`src/rtl/multicycle_control_pkg.sv`:
```
// Shared encodings for the multicycle datapath controller: opcodes, FSM states,
// ALU operation codes and ALU B-operand select codes.
package multicycle_control_pkg;

    localparam logic [5:0] OP_RTYPE = 6'b000000;
    localparam logic [5:0] OP_LW    = 6'b100011;
    localparam logic [5:0] OP_SW    = 6'b101011;
    localparam logic [5:0] OP_ADDI  = 6'b001000;
    localparam logic [5:0] OP_ANDI  = 6'b001100;
    localparam logic [5:0] OP_ORI   = 6'b001101;
    localparam logic [5:0] OP_BEQ   = 6'b000100;
    localparam logic [5:0] OP_BNE   = 6'b000101;

    typedef enum logic [3:0] {
        S_FETCH  = 4'd0,
        S_DECODE = 4'd1,
        S_MEMADR = 4'd2,
        S_MEMRD  = 4'd3,
        S_MEMWB  = 4'd4,
        S_MEMWR  = 4'd5,
        S_REXEC  = 4'd6,
        S_RWB    = 4'd7,
        S_IEXEC  = 4'd8,
        S_IWB    = 4'd9,
        S_BRANCH = 4'd10
    } state_t;

    localparam logic [2:0] ALUOP_ADD   = 3'b000;
    localparam logic [2:0] ALUOP_SUB   = 3'b001;
    localparam logic [2:0] ALUOP_FUNCT = 3'b010;
    localparam logic [2:0] ALUOP_ADDI  = 3'b100;
    localparam logic [2:0] ALUOP_ANDI  = 3'b101;
    localparam logic [2:0] ALUOP_ORI   = 3'b111;

    localparam logic [1:0] SRCB_REGB   = 2'b00;
    localparam logic [1:0] SRCB_FOUR   = 2'b01;
    localparam logic [1:0] SRCB_IMM    = 2'b10;
    localparam logic [1:0] SRCB_IMMSH  = 2'b11;

    // Unlisted opcodes map to FETCH, which is how DECODE abandons them.
    function automatic state_t decode_target(input logic [5:0] op);
        case (op)
            OP_RTYPE:                  return S_REXEC;
            OP_LW, OP_SW:              return S_MEMADR;
            OP_ADDI, OP_ANDI, OP_ORI:  return S_IEXEC;
            OP_BEQ, OP_BNE:            return S_BRANCH;
            default:                   return S_FETCH;
        endcase
    endfunction

    function automatic logic is_legal(input logic [5:0] op);
        return decode_target(op) != S_FETCH;
    endfunction

endpackage

```
`src/rtl/multicycle_control_outputs.sv`:
```
// Combinational output decode for the multicycle controller; reset forces every
// control line low and the debug state to zero.
module mc_ctrl_outputs
    import multicycle_control_pkg::*;
#(
    parameter int unsigned ALUOP_W = 3
) (
    input  logic               rst,
    input  state_t             cur_state,
    input  logic [5:0]         opcode,
    input  logic               mem_ready,
    output logic               pc_write,
    output logic               pc_write_cond,
    output logic               branch_ne,
    output logic               i_or_d,
    output logic               mem_read,
    output logic               mem_write,
    output logic               ir_write,
    output logic               mem_to_reg,
    output logic               reg_dest,
    output logic               reg_write,
    output logic               alu_src_a,
    output logic               ext_zero,
    output logic               pc_source,
    output logic               illegal_op,
    output logic [1:0]         alu_src_b,
    output logic [ALUOP_W-1:0] alu_op,
    output logic [3:0]         state
);

    logic [2:0] aluop;
    logic       imm_zext;
    logic [2:0] imm_aluop;

    always_comb begin
        imm_zext  = (opcode == OP_ANDI) || (opcode == OP_ORI);
        imm_aluop = (opcode == OP_ANDI) ? ALUOP_ANDI :
                    (opcode == OP_ORI)  ? ALUOP_ORI  : ALUOP_ADDI;
    end

    always_comb begin
        pc_write      = 1'b0;
        pc_write_cond = 1'b0;
        branch_ne     = 1'b0;
        i_or_d        = 1'b0;
        mem_read      = 1'b0;
        mem_write     = 1'b0;
        ir_write      = 1'b0;
        mem_to_reg    = 1'b0;
        reg_dest      = 1'b0;
        reg_write     = 1'b0;
        alu_src_a     = 1'b0;
        ext_zero      = 1'b0;
        pc_source     = 1'b0;
        illegal_op    = 1'b0;
        alu_src_b     = SRCB_REGB;
        aluop         = ALUOP_ADD;
        if (!rst) begin
            case (cur_state)
                S_FETCH: begin
                    mem_read  = 1'b1;
                    alu_src_b = SRCB_FOUR;
                    ir_write  = mem_ready;
                    pc_write  = mem_ready;
                end
                S_DECODE: begin
                    alu_src_b  = SRCB_IMMSH;
                    illegal_op = !is_legal(opcode);
                end
                S_MEMADR: begin
                    alu_src_a = 1'b1;
                    alu_src_b = SRCB_IMM;
                end
                S_MEMRD: begin
                    mem_read = 1'b1;
                    i_or_d   = 1'b1;
                end
                S_MEMWB: begin
                    reg_write  = 1'b1;
                    mem_to_reg = 1'b1;
                end
                // The write strobe fires only in the completing cycle so wait
                // cycles never repeat the store.
                S_MEMWR: begin
                    i_or_d    = 1'b1;
                    mem_write = mem_ready;
                end
                S_REXEC: begin
                    alu_src_a = 1'b1;
                    aluop     = ALUOP_FUNCT;
                end
                S_RWB: begin
                    reg_write = 1'b1;
                    reg_dest  = 1'b1;
                end
                S_IEXEC: begin
                    alu_src_a = 1'b1;
                    alu_src_b = SRCB_IMM;
                    aluop     = imm_aluop;
                    ext_zero  = imm_zext;
                end
                S_IWB: begin
                    reg_write = 1'b1;
                    aluop     = imm_aluop;
                    ext_zero  = imm_zext;
                end
                S_BRANCH: begin
                    alu_src_a     = 1'b1;
                    aluop         = ALUOP_SUB;
                    pc_write_cond = 1'b1;
                    pc_source     = 1'b1;
                    branch_ne     = (opcode == OP_BNE);
                end
                default: ;
            endcase
        end
    end

    assign alu_op = ALUOP_W'(aluop);
    assign state  = rst ? 4'd0 : 4'(cur_state);

endmodule

```
`src/rtl/multicycle_control.sv`:
```
// Multicycle datapath controller: state register plus next-state logic, with
// the control-line decode in mc_ctrl_outputs.
module multicycle_control
    import multicycle_control_pkg::*;
#(
    parameter int unsigned ALUOP_W = 3
) (
    input  logic               clk,
    input  logic               rst,
    input  logic [5:0]         opcode,
    input  logic               mem_ready,
    output logic               pc_write,
    output logic               pc_write_cond,
    output logic               branch_ne,
    output logic               i_or_d,
    output logic               mem_read,
    output logic               mem_write,
    output logic               ir_write,
    output logic               mem_to_reg,
    output logic               reg_dest,
    output logic               reg_write,
    output logic               alu_src_a,
    output logic               ext_zero,
    output logic               pc_source,
    output logic               illegal_op,
    output logic [1:0]         alu_src_b,
    output logic [ALUOP_W-1:0] alu_op,
    output logic [3:0]         state
);

    state_t state_q;

    always_ff @(posedge clk) begin
        if (rst) begin
            state_q <= S_FETCH;
        end else begin
            case (state_q)
                S_FETCH:  if (mem_ready) state_q <= S_DECODE;
                S_DECODE: state_q <= decode_target(opcode);
                S_MEMADR: state_q <= (opcode == OP_LW) ? S_MEMRD : S_MEMWR;
                S_MEMRD:  if (mem_ready) state_q <= S_MEMWB;
                S_MEMWR:  if (mem_ready) state_q <= S_FETCH;
                S_REXEC:  state_q <= S_RWB;
                S_IEXEC:  state_q <= S_IWB;
                default:  state_q <= S_FETCH;
            endcase
        end
    end

    mc_ctrl_outputs #(.ALUOP_W(ALUOP_W)) u_outputs (
        .rst           (rst),
        .cur_state     (state_q),
        .opcode        (opcode),
        .mem_ready     (mem_ready),
        .pc_write      (pc_write),
        .pc_write_cond (pc_write_cond),
        .branch_ne     (branch_ne),
        .i_or_d        (i_or_d),
        .mem_read      (mem_read),
        .mem_write     (mem_write),
        .ir_write      (ir_write),
        .mem_to_reg    (mem_to_reg),
        .reg_dest      (reg_dest),
        .reg_write     (reg_write),
        .alu_src_a     (alu_src_a),
        .ext_zero      (ext_zero),
        .pc_source     (pc_source),
        .illegal_op    (illegal_op),
        .alu_src_b     (alu_src_b),
        .alu_op        (alu_op),
        .state         (state)
    );

endmodule
```
`config.mk`:
```
export PLATFORM = sky130hd
export DESIGN_NAME = multicycle_control
export DESIGN_NICKNAME = d
export VERILOG_FILES = /design/src/rtl/multicycle_control_pkg.sv /design/src/rtl/multicycle_control_outputs.sv /design/src/rtl/multicycle_control.sv
export SDC_FILE = /design/constraint.sdc
export NUM_CORES = 1
export LEC_CHECK = 0
export CAP_MARGIN = 20
export CORE_MARGIN = 5
export CORE_UTILIZATION = 39
export DETAILED_ROUTE_END_ITERATION = 8
export PLACE_DENSITY = 0.8
export SYNTH_ARGS = -nofsm -noshare
export SYNTH_HDL_FRONTEND = slang
export SYNTH_SLANG_ARGS = --single-unit
```
`constraint.sdc`:
```
create_clock -name clk -period 2.45 [get_ports clk]
set_clock_uncertainty 0.15 [all_clocks]
set_input_delay 0.3675 -clock clk [delete_from_list [all_inputs] [get_ports clk]]
set_output_delay 0.3675 -clock clk [all_outputs]
set_load 0.005 [all_outputs]
```
==> Yosys cells after proc, flatten, opt, wreduce, memory -nomap -nowiden <==
Index checks and enable logic that the tools add are counted.
{ "op_classes": {"mux": 39, "n_lt_le_gt_ge": 0, "n_eq_ne": 20, "multipliers": 0, "bitwise_logic": 0, "n_reduce_logical": 15, "shifts": 0, "n_addsub": 0, "div": 0} }
{ "ops": {"columns": ["cell", "n"], "rows": [
  ["case mux 4 bit (7 select lines)", 1],
  ["two-way mux 1 bit", 24],
  ["two-way mux 4 bit", 6],
  ["equality test 6 x 4 -> 1 bit, second input constant", 3],
  ["equality test 4 x 3 -> 1 bit, second input constant", 4],
  ["case mux 4 bit (4 select lines)", 1],
  ["equality test 4 bit, second input constant", 3],
  ["equality test 6 x 3 -> 1 bit, second input constant", 2],
  ["equality test 6 bit, second input constant", 2],
  ["OR reduction 2 bit", 6],
  ["two-way mux 3 bit", 3],
  ["case mux 3 bit (3 select lines)", 1],
  ["equality test 4 x 2 -> 1 bit, second input constant", 2],
  ["zero test 6 bit", 1],
  ["!= test 2 bit, second input constant", 3],
  ["case mux 2 bit (3 select lines)", 1],
  ["OR reduction 3 bit", 2],
  ["equality test 4 x 1 -> 1 bit, second input constant", 1],
  ["zero test 4 bit", 1],
  ["two-way mux 2 bit", 2],
  ["nonzero test 4 bit", 1],
  ["OR reduction 4 bit", 1],
  ["AND reduction 3 bit", 1],
  ["zero test 1 bit", 1],
  ["logical OR 1 bit", 1]
]} }
{ "word_totals": {"wordCells": 75, "regBits": 4, "mem_count": 0, "latch_bits": 0, "ram_bits": 0, "in_bits": 9, "out_inout_bits": 23, "rom_bits": 0} }

==> Longest topological paths before layout <==
{ "logic_depth": {"depth_word": 9, "depth_mapped": 5, "ltp_nobuf": 4} }

==> Hierarchy <==
A second synthesis with hierarchy kept.
{ "hier_totals": {"cells_unflattened": 99, "area_unflattened_um2": 715.7} }
{ "modules_own_cells": {"columns": ["module", "instances", "area_each_um2", "cells_each"], "rows": [
  ["mc_ctrl_outputs", 1, 381.6, 55],
  ["multicycle_control", 1, 334.1, 44]
]} }

==> Worst setup path after synthesis <==
No wires, ideal clock.
{ "synth_timing": {"kind": "input -> output", "startpoint": "input rst", "endpoint": "output pc_write", "arrival_time_ns": 1.244, "required_time_ns": 1.933, "stages": 5, "path_slack_ns": 0.688, "path_cell_list": "or2_1 -> clkbuf_1 -> nor3_2 -> and3b_1 -> buf_4"} }
{ "synth_between": {"elab_chain_len": 1} }
{ "synth_lines": {"columns": ["item", "line_no", "source"], "rows": [
  ["from (decl)", "multicycle_control.sv:9", "input logic rst,"],
  ["two-way mux 1 bit", null, null],
  ["to (decl)", "multicycle_control.sv:12", "output logic pc_write,"]
]} }
Every way passes these cells.

==> Worst setup path in the final report <==
{ "layout_timing": {"startpoint": "input rst", "endpoint": "output ir_write"} }
{ "layout_between": {"elab_chain_len": 1} }
{ "layout_lines": {"columns": ["item", "line_no", "source"], "rows": [
  ["two-way mux 1 bit", "multicycle_control_outputs.sv:58", "if (!rst) begin"],
  ["to (decl)", "multicycle_control.sv:18", "output logic ir_write,"]
]} }
Every way passes these cells.

==> impl_metrics.ini <==
[sta]
slew_headroom = 0.760
report.final.slew_viol_count = 0
period_minus_slack_ps = 2360
finalWorstSetupSlack_ps = 93.9
hold_viol = 0
tightest_slew_ps = 359
fmax_ghz = 0.424
timing.hold.ws_ps = 518
setup_viol = 0
post-route-period-util = 0.962

[grt]
grt_util_all_layers = 0.201
grt_max_degree = 17
grt_overflow_total = 0
grt_pass1_vias = 789
antenna_found_initial = 0
grt_pass1_wl_um = 3310

[yosys]
synth_area_um2 = 554
synth-seq-cells = 4
synthCells = 84
synth_nets = 93
yosysUniqueCellTypes = 33
ys_seq_area_frac = 0.144
syn_avg_cell_area_um2 = 6.60
ys_warn_count = 0

[run_status]
status = complete, no violations

[finish]
instances_no_fill = 142
reg_top3 = state_q (4)
diodes = 0
largest-register = state_q
nNetsFinal = 138
largest_reg_flops = 4
drive_gt1_frac = 0.244
syn_to_final_growth_pct = 85.6

[die]
placementRows = 13
core_area_um2 = 1320
die-height_um = 47.7
boundaryPins = 32
die_area_um2 = 2280
die_w_um = 47.7
start_util = 0.421

[placed_design]
dp.cells = 137
io_buffers = 31
place.gp.congestion = 0.781
dp_hpwl_um = 1440
post-place-ws_ps = -142

[setup_path]
startpoint_type = primary input
endpoint_kind = output pin
required_ps = 1930
cp_max_fo = 4
worstSetupPathType = in -> out
cp.arrival_ps = 1840

[hold_path]
min_path_type = reg -> reg

[power_and_ir_drop]
switchingPower_w = 0.0000658
p_sw_frac = 0.279
cell_internal_pwr_w = 0.000170
clkPwrFrac = 0.330
p_per_area_nw_per_um2 = 230
ir_worst_vdd_v = 0.000328
leakage_nw = 0.435
power.share.combinational = 0.371
seqPwrFrac = 0.299

[clock_tree]
clkTransAtPathRegs_ps = 30
clkLatencyLatePin_ps = 230
cts_tree = yes
h-tree-depth = 1
max-clock-path-buffers = 2
root_buffer = clkbuf_4
cts_buffers = 3
clock_sinks = 4

[routing]
drc = 0
finalWirelength_um = 2060
drt_first_pass_iters = 4
drtIter0Drc = 20
ant_nets = 0
wl_per_cell_um = 14.5
vias = 802
vias_per_cell = 5.65

[job]
drv_cap = 0
==> worst max-delay path: stages <==
cell	delay (ps)
dlygate4sd2_1	290
or2_4	280
nor3_4	170
and3b_1	220
clkdlybuf4s50_1	520
==> path summary, 6_finish.rpt <==
check	cells after the start	start	slack, ps	endpoint
worst max-delay path	5	rst	90	ir_write
worst min register to register	2	state_q[3]	520	state_q[0]
worst min-delay path	2	state_q[3]	520	state_q[0]
worst max register to register	4	state_q[0]	850	state_q[2]
==> cell type report <==
cell class / instances / area, um2
sequential: 4 / 85.1
multi-input combinational: 67 / 443
tap: 15 / 18.8
clock buffer: 3 / 22.5
inverter: 4 / 15.0
fill: 96 / 289
timing repair buffer: 49 / 444
==> layer usage <==
metal / routed length [um] / GRT usage / vias to the layer above / share of wire
met1: 868 / 0.256 / 362 / 0.42
met2: 961 / 0.303 / 40 / 0.47
met5: 0 / 0 / - / 0
li1: - / - / 390 / -
met4: 90 / 0.151 / 0 / 0.044
met3: 143 / 0.0263 / 10 / 0.069
==> cells by family (layout without fill, tap and decap cells) <==
kind of cell / Yosys count / count (layout) / synth area share
buf+inv: 13 / 56 / 0.111
flops: 4 / 4 / 0.144
compound gates: 21 / 21 / 0.271
simple gates: 44 / 44 / 0.442
xor+xnor: 2 / 2 / 0.0316
==> through the flow <==
stage	area [um2]	TNS, ps	power (W)	util
6_report	1030	0	0.000236	0.781
5_1_grt	1030	-27.6	0.000255	0.781
4_1_cts	1000	0	0.000238	0.759
3_5_place_dp	957	-713	0.000152	0.726
3_3_place_gp	957	-470	0.000150	0.726
2_1_floorplan	554	0	0.000103	-
==> power by group through the flow <==
stage / logic, W / registers [W] / clock network [W]
detailed placement: 0.0000800 / 0.0000720 / 0
global placement: 0.0000782 / 0.0000717 / 0
finish: 0.0000876 / 0.0000706 / 0.0000781
global route: 0.0000940 / 0.0000707 / 0.0000902
floorplan: 0.0000336 / 0.0000691 / 0
CTS: 0.0000841 / 0.0000711 / 0.0000826
==> layout by cell type, fill, tap and decap left out, types with 2 or more instances in the layout <==
cell type	count
buf_4	18
nor4_1	4
clkbuf_4	3
nor2_1	10
inv_1	3
nand2_1	6
o21ai_0	4
nor3_1	7
nor2b_1	5
o22a_1	2
dlygate4sd2_1	3
and3b_1	2
clkdlybuf4s50_1	27
o311a_1	2
nand3_1	2
a21oi_1	3
dfxtp_1	2
==> synthesized netlist by cell type (all sizes together) <==
cell	instances	area (um2)
nor2	11	41.3
nor3	9	50.1
buf	6	35.0
nand2	6	22.5
nor2b	5	31.3
o21ai	5	25.0
a21oi	4	20.0
dfxtp	4	80.1
inv	4	15.0
nor4	4	25.0
clkbuf	3	11.3
and3b	2	17.5
nand3	2	10.0
o22a	2	17.5
o311a	2	20.0
a2111oi	1	8.76
a21boi	1	7.51
a21o	1	7.51
a221o	1	10.0
a2bb2oi	1	8.76
a31o	1	8.76
a41oi	1	8.76
nand2b	1	6.26
nand4b	1	8.76
nand4bb	1	11.3
nor4b	1	15.0
o21a	1	7.51
or2	1	6.26
xnor2	1	8.76
xor2	1	8.76
==> timing repair <==
| action | CTS | global route |
|---|---|---|
| hold buffers | 0 | 0 |
| gates resized for setup | 8 | 7 |
| pin swaps | 2 | 5 |
| setup endpoints to repair | 11 | 7 |
| setup buffers | 1 | 1 |
(Power assumes the default switching activity.)
